### config.mk
export PLATFORM = sky130hd
export DESIGN_NAME = ula_arbiter
export DESIGN_NICKNAME = d
export VERILOG_FILES = /design/src/rtl/ula_arbiter.sv
export SDC_FILE = /design/constraint.sdc
export NUM_CORES = 1
export LEC_CHECK = 0
export ABC_AREA = 1
export CORE_MARGIN = 2
export CORE_UTILIZATION = 41
export DETAILED_ROUTE_END_ITERATION = 7
export GPL_ROUTABILITY_DRIVEN = 1
export PLACE_DENSITY = 0.81
export SLEW_MARGIN = 20
export SYNTH_ARGS = -nofsm -noshare
export SYNTH_HDL_FRONTEND = slang
export SYNTH_SLANG_ARGS = --single-unit
### constraint.sdc
create_clock -name clk -period 2.1 [get_ports clk]
set_input_delay 0.21 -clock clk [delete_from_list [all_inputs] [get_ports clk]]
set_output_delay 0.21 -clock clk [all_outputs]
set_load 0.02 [all_outputs]
### src/rtl/ula_arbiter.sv
// Round-robin front end that shares one registered-output NRISC_ULA between two requesters.
// One operation in flight at a time: IDLE -> EXEC -> CAPT -> RESP -> IDLE.
module ula_arbiter #(
  parameter int TAM = 16
) (
  input  logic           clk,
  input  logic           rst,
  input  logic           req0_valid,
  output logic           req0_ready,
  input  logic [TAM-1:0] req0_a,
  input  logic [TAM-1:0] req0_b,
  input  logic [3:0]     req0_op,
  output logic           rsp0_valid,
  input  logic           rsp0_ready,
  output logic [TAM-1:0] rsp0_data,
  output logic [2:0]     rsp0_flags,
  input  logic           req1_valid,
  output logic           req1_ready,
  input  logic [TAM-1:0] req1_a,
  input  logic [TAM-1:0] req1_b,
  input  logic [3:0]     req1_op,
  output logic           rsp1_valid,
  input  logic           rsp1_ready,
  output logic [TAM-1:0] rsp1_data,
  output logic [2:0]     rsp1_flags,
  output logic [TAM-1:0] ula_a,
  output logic [TAM-1:0] ula_b,
  output logic [3:0]     ula_ctrl,
  input  logic [TAM-1:0] ula_out,
  input  logic [2:0]     ula_flags,
  output logic           busy
);

  typedef enum logic [1:0] {IDLE, EXEC, CAPT, RESP} state_t;

  state_t                  state;
  logic                    last_grant;
  logic                    owner;
  logic [1:0]              gnt;
  logic                    accept;
  logic                    winner;
  logic [1:0]              rsp_valid;
  logic [1:0][TAM-1:0]     rsp_data;
  logic [1:0][2:0]         rsp_flags;
  logic [1:0]              rsp_ready;

  // On a tie the requester that did not win last time is served.
  always_comb begin
    gnt = 2'b00;
    if (req0_valid && !req1_valid)      gnt = 2'b01;
    else if (req1_valid && !req0_valid) gnt = 2'b10;
    else if (req0_valid && req1_valid)  gnt = last_grant ? 2'b01 : 2'b10;
  end

  assign req0_ready = (state == IDLE) && rst && gnt[0];
  assign req1_ready = (state == IDLE) && rst && gnt[1];
  assign accept     = req0_ready || req1_ready;
  assign winner     = req1_ready;
  assign rsp_ready  = {rsp1_ready, rsp0_ready};

  assign rsp0_valid = rsp_valid[0];
  assign rsp1_valid = rsp_valid[1];
  assign rsp0_data  = rsp_data[0];
  assign rsp1_data  = rsp_data[1];
  assign rsp0_flags = rsp_flags[0];
  assign rsp1_flags = rsp_flags[1];

  always_ff @(posedge clk) begin
    if (!rst) begin
      state      <= IDLE;
      last_grant <= 1'b1;
      owner      <= 1'b0;
      ula_a      <= '0;
      ula_b      <= '0;
      ula_ctrl   <= 4'b0000;
      rsp_valid  <= '0;
      rsp_data   <= '0;
      rsp_flags  <= '0;
      busy       <= 1'b0;
    end else begin
      case (state)
        IDLE: if (accept) begin
          ula_a      <= winner ? req1_a  : req0_a;
          ula_b      <= winner ? req1_b  : req0_b;
          ula_ctrl   <= winner ? req1_op : req0_op;
          owner      <= winner;
          last_grant <= winner;
          busy       <= 1'b1;
          state      <= EXEC;
        end
        EXEC: state <= CAPT;
        // ALU output register is valid here; latch it on the owner's channel.
        CAPT: begin
          rsp_data[owner]  <= ula_out;
          rsp_flags[owner] <= ula_flags;
          rsp_valid[owner] <= 1'b1;
          state            <= RESP;
        end
        RESP: if (rsp_ready[owner]) begin
          rsp_valid[owner] <= 1'b0;
          busy             <= 1'b0;
          state            <= IDLE;
        end
        default: state <= IDLE;
      endcase
    end
  end

endmodule

==> flow_summary_export.csv <==
group,metric,value,unit
outcome,outcome,"finished clean",
drt,first_iter_violations,123,
synth,yosysTopAreaCell,"dfxtp_1",
cts,clock-sinks,81,
pwr,vdd_drop_max,0.000507,V
timing,hold_viol_final,0,
pwr,leakagePower,2.67,nW
synth,synth_cells,537,
finish,diodes,0,
setup_path,rr_startpoint,"state[0]",
setup_path,cp_max_fo,5,
drt,dr.pass1.iters,5,
grt,grt_pass1_wl,16100,microns
pwr,powerDensity,1050,nW/um^2
floorplanning,core,8590,sq um
synth,synth.most_common_cell,"nand2_1",
job,maxCapViolCount,0,
synth,avgSynthCellArea,6.66,sq um
cts,worstSkewPairLatency,340,ps
drt,vias,3825,
setup_path,crit_start,"state[0]",
setup_path,cp-end-kind,"primary output",
timing,period_needed,2000,ps
finish,fin_nets,803,
drt,drt-wirelength-per-cell,12.1,microns
setup_path,path_cells,"inv_1 -> ha_1 -> nand3_1 -> a21oi_1 -> dlygate4sd2_1",
timing,finClkSkew,9.46,ps
timing,rsz0062_at_grt,"false",
cts,cts_setup_buffers,0,
pwr,total_power,5.85,mW
floorplanning,die_height,97.4,microns
cts,cts_tree,"yes",
synth,synthFlopType,"dfxtp_1",
floorplanning,die_w,97.4,microns
cts,clock_path_buffers,2,
synth,ys_seq_area_share,45.3,%
synth,synth_top_area_share,45.3,%
timing,maxSlewViolCount,0,
setup_path,cpMaxStageDelayCell,"dlygate4sd2_1",
synth,synth_nets,638,
synth,ys_ff_latch,81,
drt,via_per_inst,4.69,
setup_path,cp.required,1890,ps
timing,fin_crit_sh,95.2,%
synth,synth_warnings,0,
worst_hold_path,hold_class,"input pin to flop",
synth,syn-cell-area,3580,sq um
timing,setup-tns-final,0,ps
synth,synth-edff-count,0,
timing,fmax,0.500,GHz
synth,async_flop_share,0,%
cts,cts_root_buf,"clkbuf_8",
timing,setup_viol,0,
worst_hold_path,hp-start,"rst",
grt,grt_use_total,20.4,%
finish,area_growth,55.9,%
floorplanning,start_util,41.6,%
timing,maxSlewHeadroom,61.1,%
setup_path,arrival,1790,ps
placed_design,hpwl,7210,microns
synth,synth_commonest_cells,"124 x nand2_1, 83 x inv_1, 82 x nor2_1",
setup_path,slowest_delay,390,ps
drt,drtAntennaViolNets,0,
synth,synth_cell_types,21,
cts,h-tree-depth,3,
floorplanning,dieArea,9490,sq um
setup_path,path_class,"flop to primary output",
synth,ys_top_cells_by_area,"dfxtp_1 45%, nand2_1 13%, o21ai_0 9.5%",
placed_design,gp_congestion,0.842,
drt,drc,0,
setup_path,cp-start-kind,"flop",
finish,drive_gt1_share,4.38,%
finish,fill_cells,737,
cts,cts_inserted_buffers,9,
placed_design,portBuffers,175,
floorplanning,io_pins,176,
grt,grt_remaining_overflow,0,
grt,grt_pass1_vias,3646,
grt,grt_max_degree,65,
drt,routed_wl,9860,microns
grt,grt_antenna_before_repair,0,
cts,clk_pin_slew,80,ps
timing,max_slew.worst_pin.slew,579,ps
floorplanning,rows,34,
==> placed cells by master, fill, tap and decap left out <==
master           count
or2_2                1
o21ai_0             68
clkinv_4             2
inv_6                2
ha_1                 4
o21ai_1              7
clkinv_1             2
dfxtp_1             81
nand2_2              1
buf_2                1
buf_12               1
nand2_1            123
clkinvlp_4           2
clkinv_2             1
clkbuf_8             9
nor2_4               1
nand3_1             45
nand3_2              1
dlygate4sd2_1        2
inv_1               83
a21oi_1              3
inv_2                1
o211ai_1             1
buf_4                8
clkdlybuf4s50_1    172
nand4_1              3
nor2_1              82
==> logic make-up (layout without fill, tap and decap cells) <==
logic type,after synthesis,after routing,synth area share (%)
flip-flops,81,81,45.3
buffers and inverters,116,286,13.0
adder cells (fa/ha/maj),4,4,1.40
AO/OA/AOI/OAI,79,79,11.1
AND/OR/NAND/NOR,257,257,29.2
==> path summary, 6_finish.rpt <==
check	depth (start not counted)	slack [ps]	to
max	5	100	req0_ready
min	3	330	last_grant
max reg2reg	6	390	rsp0_data[5]
min reg2reg	2	490	rsp0_data[0]
==> repair_timing <==
item,CTS,global route
resized for setup,2,0
hold buffers,0,0
endpoints found under the setup margin,2,0
==> stage by stage <==
step,utilization [%],hold slack [ps],std cells,cell area (sq um),worst slack [ps]
floorplan,-,359,537,3580,589
global placement,62.9,462,799,5400,242
detailed placement,62.9,474,799,5400,192
CTS,64.9,313,815,5580,86.9
global route,64.9,324,815,5580,14.3
finish,64.9,332,815,5580,101
==> power breakdown <==
| group | switching (mW) | internal, mW | total [mW] |
|---|---|---|---|
| registers | 0.208 | 1.94 | 2.15 |
| logic | 1.46 | 1.21 | 2.67 |
| clock network | 0.585 | 0.439 | 1.02 |
| total | 2.25 | 3.59 | 5.85 |
==> per-layer routing <==
metal | track usage (%) | part of all wire, % | vias up
li1 | - | - | 1967
met1 | 23.7 | 43 | 1690
met2 | 33.9 | 45 | 157
met3 | 8.27 | 11 | 11
met4 | 7.26 | 1.8 | 0
met5 | 0 | 0 | -
==> registers in the layout, indices dropped and copies added, names as in the netlist, named ones only <==
signal	count
state	2
ula_a	16
rsp0_flags	3
ula_b	16
ula_ctrl	4
owner	1
rsp0_data	16
rsp1_flags	3
last_grant	1
busy	1
rsp1_data	16
==> critical path, delay by kind of cell, from the launching register on <==
| family | cells | cell delay (ps) |
|---|---|---|
| and+or+nand+nor | 1 | 160 |
| buffers and inverters | 2 | 500 |
| DFF | 1 | 340 |
| AOI/OAI and AO/OA | 1 | 200 |
| adders and majority gates | 1 | 260 |
==> final cells by class <==
cell class                 instances  area (sq um)  share of cell area (%)
clock buffer                       9           124                    2.22
clock inverter                     7          55.1                   0.987
sequential                        81          1620                    29.1
timing repair buffer             184          1820                    32.7
tap                              108           135                    2.42
inverter                          86           323                    5.79
multi-input combinational        340          1500                    26.8
Power figures use the tool's default switching activity.
